$ cat src/rtl/prim_present_key_prep.sv
// PRESENT key preparation: runs NumRounds forward key-schedule updates on an
// accepted cipher key to produce the final round key needed by a decrypting
// datapath. A one-entry cache answers a repeated key in a single cycle.
module prim_present_key_prep #(
    parameter int unsigned KeyWidth  = 128,
    parameter int unsigned NumRounds = 31
) (
    input  logic                clk_i,
    input  logic                rst_i,
    input  logic                key_valid_i,
    output logic                key_ready_o,
    input  logic [KeyWidth-1:0] key_i,
    input  logic                clear_i,
    output logic                dec_key_valid_o,
    input  logic                dec_key_ready_i,
    output logic [KeyWidth-1:0] dec_key_o,
    output logic                busy_o,
    output logic                cache_hit_o
);

    // Elaboration-time parameter legality.
    if (!(KeyWidth == 64 || KeyWidth == 80 || KeyWidth == 128)) begin : gen_bad_key_width
        $error("prim_present_key_prep: KeyWidth must be 64, 80 or 128");
    end
    if (NumRounds < 1 || NumRounds > 31) begin : gen_bad_num_rounds
        $error("prim_present_key_prep: NumRounds must be in 1..31");
    end

    localparam logic [4:0] LastRound = 5'(NumRounds);
    // Round-counter injection point: bits 66:62 for 128-bit keys, 19:15 otherwise.
    localparam int unsigned RcLsb = (KeyWidth == 128) ? 62 : 15;

    typedef enum logic [1:0] {
        StIdle,
        StRun,
        StDone
    } state_e;

    // PRESENT 4-bit S-box.
    function automatic logic [3:0] sbox4(input logic [3:0] x);
        logic [3:0] y;
        case (x)
            4'h0: y = 4'hC;  4'h1: y = 4'h5;  4'h2: y = 4'h6;  4'h3: y = 4'hB;
            4'h4: y = 4'h9;  4'h5: y = 4'h0;  4'h6: y = 4'hA;  4'h7: y = 4'hD;
            4'h8: y = 4'h3;  4'h9: y = 4'hE;  4'hA: y = 4'hF;  4'hB: y = 4'h8;
            4'hC: y = 4'h4;  4'hD: y = 4'h7;  4'hE: y = 4'h1;  default: y = 4'h2;
        endcase
        return y;
    endfunction

    // One forward key-schedule step, equivalent to present_update_key{64,80,128}:
    // rotate left by 61, S-box the top nibble (top two for 128-bit keys),
    // then XOR the round counter into the key.
    function automatic logic [KeyWidth-1:0] update_key(input logic [KeyWidth-1:0] k,
                                                       input logic [4:0]          rc);
        logic [KeyWidth-1:0] r;
        r = {k[KeyWidth-62:0], k[KeyWidth-1:KeyWidth-61]};
        r[KeyWidth-1 -: 4] = sbox4(r[KeyWidth-1 -: 4]);
        if (KeyWidth == 128) begin
            r[KeyWidth-5 -: 4] = sbox4(r[KeyWidth-5 -: 4]);
        end
        r[RcLsb +: 5] = r[RcLsb +: 5] ^ rc;
        return r;
    endfunction

    state_e              state_q, state_d;
    logic [4:0]          cnt_q;
    logic                cache_valid_q;
    logic                clear_seen_q;
    logic [KeyWidth-1:0] work_q;
    logic [KeyWidth-1:0] pending_key_q;
    logic [KeyWidth-1:0] cache_key_q;
    logic [KeyWidth-1:0] cache_res_q;

    logic                accept;
    logic                hit;
    logic                miss;
    logic                last_round;
    logic                cache_write;
    logic [KeyWidth-1:0] next_work;

    assign key_ready_o = (state_q == StIdle);
    assign accept      = key_valid_i & key_ready_o;
    assign hit         = accept & cache_valid_q & (key_i == cache_key_q) & ~clear_i;
    assign miss        = accept & ~hit;
    assign last_round  = (state_q == StRun) & (cnt_q == LastRound);
    // A clear at any point of the run, including its last cycle, blocks caching.
    assign cache_write = last_round & ~clear_seen_q & ~clear_i;
    assign next_work   = update_key(work_q, cnt_q);

    // Next-state decode.
    always_comb begin
        // NOTE: default first so every path assigns state_d and no latch is inferred.
        state_d = state_q;
        case (state_q)
            StIdle: if (accept) state_d = hit ? StDone : StRun;
            StRun:  if (cnt_q == LastRound) state_d = StDone;
            StDone: if (dec_key_ready_i) state_d = StIdle;
            default: state_d = StIdle;
        endcase
    end

    // Control state, cache bookkeeping and registered outputs.
    always_ff @(posedge clk_i) begin
        if (rst_i) begin
            // NOTE: non-blocking assignments so every register samples pre-edge values.
            state_q         <= StIdle;
            cnt_q           <= '0;
            cache_valid_q   <= 1'b0;
            clear_seen_q    <= 1'b0;
            dec_key_o       <= '0;
            dec_key_valid_o <= 1'b0;
            busy_o          <= 1'b0;
            cache_hit_o     <= 1'b0;
        end else begin
            state_q         <= state_d;
            dec_key_valid_o <= (state_d == StDone);
            busy_o          <= (state_d == StRun);
            cache_hit_o     <= hit;

            if (miss) begin
                cnt_q        <= 5'd1;
                clear_seen_q <= 1'b0;
            end else if (state_q == StRun) begin
                // Hold on the last round so the 5-bit counter never wraps.
                if (!last_round) cnt_q <= cnt_q + 5'd1;
                clear_seen_q <= clear_seen_q | clear_i;
            end

            if (hit) begin
                dec_key_o <= cache_res_q;
            end else if (last_round) begin
                dec_key_o <= next_work;
            end

            if (clear_i) begin
                cache_valid_q <= 1'b0;
            end else if (cache_write) begin
                cache_valid_q <= 1'b1;
            end
        end
    end

    // Key datapath and cache contents.
    always_ff @(posedge clk_i) begin
        // NOTE: no reset here; these wide registers are only read once qualified
        // by state or cache_valid_q, which are reset.
        if (miss) begin
            work_q        <= key_i;
            pending_key_q <= key_i;
        end else if (state_q == StRun) begin
            work_q <= next_work;
        end
        if (cache_write) begin
            cache_key_q <= pending_key_q;
            cache_res_q <= next_work;
        end
    end

endmodule

$ cat config.mk
export PLATFORM = sky130hd
export DESIGN_NAME = prim_present_key_prep
export DESIGN_NICKNAME = d
export VERILOG_FILES = /design/src/rtl/prim_present_key_prep.sv
export SDC_FILE = /design/constraint.sdc
export NUM_CORES = 1
export LEC_CHECK = 0
export CELL_PAD_IN_SITES_DETAIL_PLACEMENT = 1
export CELL_PAD_IN_SITES_GLOBAL_PLACEMENT = 1
export CORE_MARGIN = 2
export CORE_UTILIZATION = 25
export DETAILED_ROUTE_END_ITERATION = 10
export GPL_ROUTABILITY_DRIVEN = 0
export GPL_TIMING_DRIVEN = 1
export PLACE_DENSITY = 0.55
export SLEW_MARGIN = 20
export SYNTH_ARGS = -nofsm -noshare
export SYNTH_HDL_FRONTEND = slang
export SYNTH_SLANG_ARGS = --single-unit
export TNS_END_PERCENT = 20
$ cat constraint.sdc
create_clock -name clk_i -period 14.12 [get_ports clk_i]
set_input_delay 2.824 -clock clk_i [delete_from_list [all_inputs] [get_ports clk_i]]
set_output_delay 2.824 -clock clk_i [all_outputs]
set_load 0.03 [all_outputs]
==> impl_metrics.sql <==
INSERT INTO impl_metrics (metric_group, metric, value, unit) VALUES
('grt', 'maximum_number_of_pins_on_one_net_before_global_route_repair', '120', ''),
('floorplan', 'boundaryPins', '265', ''),
('timing', 'grt_setup_unrepaired', 'false', ''),
('timing', 'max_slew.worst_pin.slew', '1070', 'ps'),
('logic_synthesis', 'yosysTopAreaCellShare', '59.5', '%'),
('cts', 'clkTransAtPathRegs', '60', 'ps'),
('placement', 'place.detailed.instances', '3293', ''),
('cells_and_area', 'seqCellArea', '0.0183', 'mm^2'),
('grt', 'grt.met3_usage', '4.60', '%'),
('grt', 'grt_use_met2', '25.9', '%'),
('logic_synthesis', 'synth_area_leaders', 'edfxtp_1 60%, dfxtp_1 11%, mux2i_1 5.4%', ''),
('logic_synthesis', 'synth_ff_type', 'edfxtp_1', ''),
('floorplan', 'floorplan_row_count', '117', ''),
('placement', 'post-dp-hpwl', '58.1', 'mm'),
('cts', 'post_cts_resized', '0', ''),
('placement', 'place_ws', '5180', 'ps'),
('worst_setup_path', 'timing.setup.critical_path_class', 'in -> reg', ''),
('power', 'clock_power_share', '41.9', '%'),
('route', 'drt.antenna.violating_nets', '0', ''),
('worst_setup_path', 'worst_path_max_stage_delay', '1000', 'ps'),
('logic_synthesis', 'synth.net_count', '1878', ''),
('timing', 'finalMaxSlewViolations', '0', ''),
('logic_synthesis', 'syn_inst', '1733', ''),
('route', 'vias_per_cell', '4.52', ''),
('floorplan', 'core', '0.102', 'mm^2'),
('logic_synthesis', 'number_of_enable_flip_flop_cells_after_synthesis', '512', ''),
('worst_setup_path', 'cp_slowest_cell', 'nand2_8', ''),
('placement', 'placedInstanceArea', '0.0300', 'mm^2'),
('worst_setup_path', 'start_kind', 'input port', ''),
('timing', 'timing_hold_violations_final', '0', ''),
('route', 'drt_wl_total', '83.0', 'mm'),
('timing', 'holdWs', '395', 'ps'),
('power', 'finalPower', '4.48', 'mW'),
('timing', 'timing.setup.tns', '0', 'ps'),
('cts', 'hold_buffers', '0', ''),
('logic_synthesis', 'post_synth_num_cell_types', '57', ''),
('power', 'share_comb_of_total_power', '6.8', '%'),
('cells_and_area', 'multi_input_comb_area', '0.00698', 'mm^2'),
('flow_run', 'maxCapViolations', '0', ''),
('logic_synthesis', 'synth_sequential_area_ratio', '71.0', '%'),
('logic_synthesis', 'post_synth.cell_area_avg', '14.9', 'um^2'),
('power', 'powerDensity', '139', 'mW/mm^2'),
('grt', 'grtUsageTotal', '15.4', '%'),
('logic_synthesis', 'synth.most_common_cell', 'edfxtp_1', ''),
('power', 'p_switching', '1.05', 'mW'),
('cts', 'cts-root-to-sink-buffers', '3', ''),
('power', 'power.internal', '3.43', 'mW'),
('cts', 'insertion_delay', '620', 'ps'),
('floorplan', 'die_area', '0.106', 'mm^2'),
('route', 'detail_route.drc_violations', '0', ''),
('logic_synthesis', 'mappedNetlistArea', '0.0258', 'mm^2'),
('worst_setup_path', 'sequence_of_cells_on_the_critical_path', 'clkdlybuf4s50_1 -> xor2_1 -> nor4_1 -> nand4_1 -> nor4_4 -> nand4_4 -> nand2_8 -> nand2_4 -> buf_4', ''),
('logic_synthesis', 'post-synth-top-area-cell', 'edfxtp_1', ''),
('worst_setup_path', 'critPathArrivalTime', '8440', 'ps'),
('grt', 'grt-ovfl-total', '0', ''),
('grt', 'grt_pass1_wl', '119', 'mm'),
('cells_and_area', 'final-instance-count-excl-fill', '3427', ''),
('timing', 'final-setup-viol-count', '0', ''),
('route', 'wire_per_inst', '24.2', 'um'),
('power', 'power.switching_fraction', '23.4', '%'),
('worst_setup_path', 'crit_path_end_kind', 'flip-flop', ''),
('worst_setup_path', 'critical_path_required', '14340', 'ps'),
('cts', 'cts.htree.levels', '3', ''),
('timing', 'max-slew-margin-rel', '28.6', '%'),
('power', 'power.sequential.fraction', '51.3', '%'),
('cells_and_area', 'finalCoreUtilization', '31.6', '%'),
('run_status', 'run_status', 'complete, no violations', ''),
('floorplan', 'start_util', '25.3', '%'),
('route', 'drt_pass1_iterations', '8', ''),
('power', 'max_ir_drop_vdd', '0.0830', 'mV'),
('logic_synthesis', 'synthTopCellsByCount', '512 x edfxtp_1, 151 x nor2_1, 148 x dfxtp_1, 139 x mux2i_1, 128 x a211oi_1', '');
-- metal layers --
metal	vias to the layer above	share of wire [%]
met4	32	1.8
met5	-	0.23
met1	7902	43
met3	120	6.5
li1	7069	-
met2	353	48
-- cells in the final DEF, fill, tap and decap left out, types with 16 or more instances in the layout --
cell type / synthesis / layout
a211oi_1: 128 / 128
a21oi_1: 22 / 22
buf_4: 6 / 16
clkbuf_1: 69 / 16
clkbuf_16: 0 / 75
clkdlybuf4s50_1: 0 / 263
dfxtp_1: 148 / 148
edfxtp_1: 512 / 512
inv_1: 42 / 41
mux2_2: 106 / 106
mux2i_1: 139 / 139
nand2_1: 47 / 45
nor2_1: 151 / 151
nor2b_1: 57 / 57
nor4_1: 30 / 30
o21ai_0: 35 / 35
xnor2_1: 36 / 36
xor2_1: 57 / 57
-- path summary, 6_finish.rpt --
check	cells past startpoint	slack [ps]	start	end
worst min register to register	0	400	pending_key_q[110]	cache_key_q[110]
worst max register to register	8	8200	cache_key_q[88]	work_q[2]
worst min-delay path	0	400	pending_key_q[110]	cache_key_q[110]
worst max-delay path	9	5890	key_i[65]	work_q[2]
-- registers in the layout, indices dropped and copies added, names as in the netlist --
| signal | flops |
|---|---|
| cache_key_q | 128 |
| cache_res_q | 128 |
| dec_key_o | 128 |
| pending_key_q | 128 |
| work_q | 128 |
| next_work | 8 |
| cnt_q | 5 |
| state_q | 2 |
| busy_o | 1 |
| cache_hit_o | 1 |
| cache_valid_q | 1 |
| clear_seen_q | 1 |
| dec_key_valid_o | 1 |
-- worst register-to-register path: stages, from the launching register on --
cell	delay (ps)
edfxtp_1	390
xor2_1	180
nor4_1	830
nand4_1	350
nor4_4	400
nand4_4	710
nand2_8	1050
nand2_4	750
buf_4	790
-- cells by family (layout without fill, tap and decap cells) --
logic type | count (synthesis) | after routing | synth area share, %
flip-flops | 660 | 660 | 71.0
AND/OR/NAND/NOR | 353 | 353 | 6.73
multiplexers | 245 | 245 | 10.0
AO/OA/AOI/OAI | 239 | 239 | 6.45
buffers and inverters | 131 | 456 | 2.05
XOR/XNOR | 93 | 93 | 3.15
adder cells (fa/ha/maj) | 12 | 12 | 0.581
other | 0 | 1 | 0
-- power groups by stage --
stage / combinational [mW] / sequential (mW) / clock [mW]
2_1_floorplan: 0.171 / 2.30 / 0
3_3_place_gp: 0.303 / 2.34 / 0
3_5_place_dp: 0.310 / 2.34 / 0
4_1_cts: 0.312 / 2.30 / 1.93
5_1_grt: 0.332 / 2.31 / 1.99
6_report: 0.305 / 2.30 / 1.87
-- area by class of cell --
| class | count | area share, % |
|---|---|---|
| diodes | 1 | 0.00775 |
| clock buffers | 100 | 6.38 |
| clock inverters | 33 | 0.822 |
| inverters | 44 | 0.554 |
| multi-input cells | 942 | 21.6 |
| flip-flops and latches | 660 | 56.8 |
| well taps | 1368 | 5.30 |
| repair buffers | 279 | 8.53 |
No activity file was read; power rests on OpenSTA's default activity.
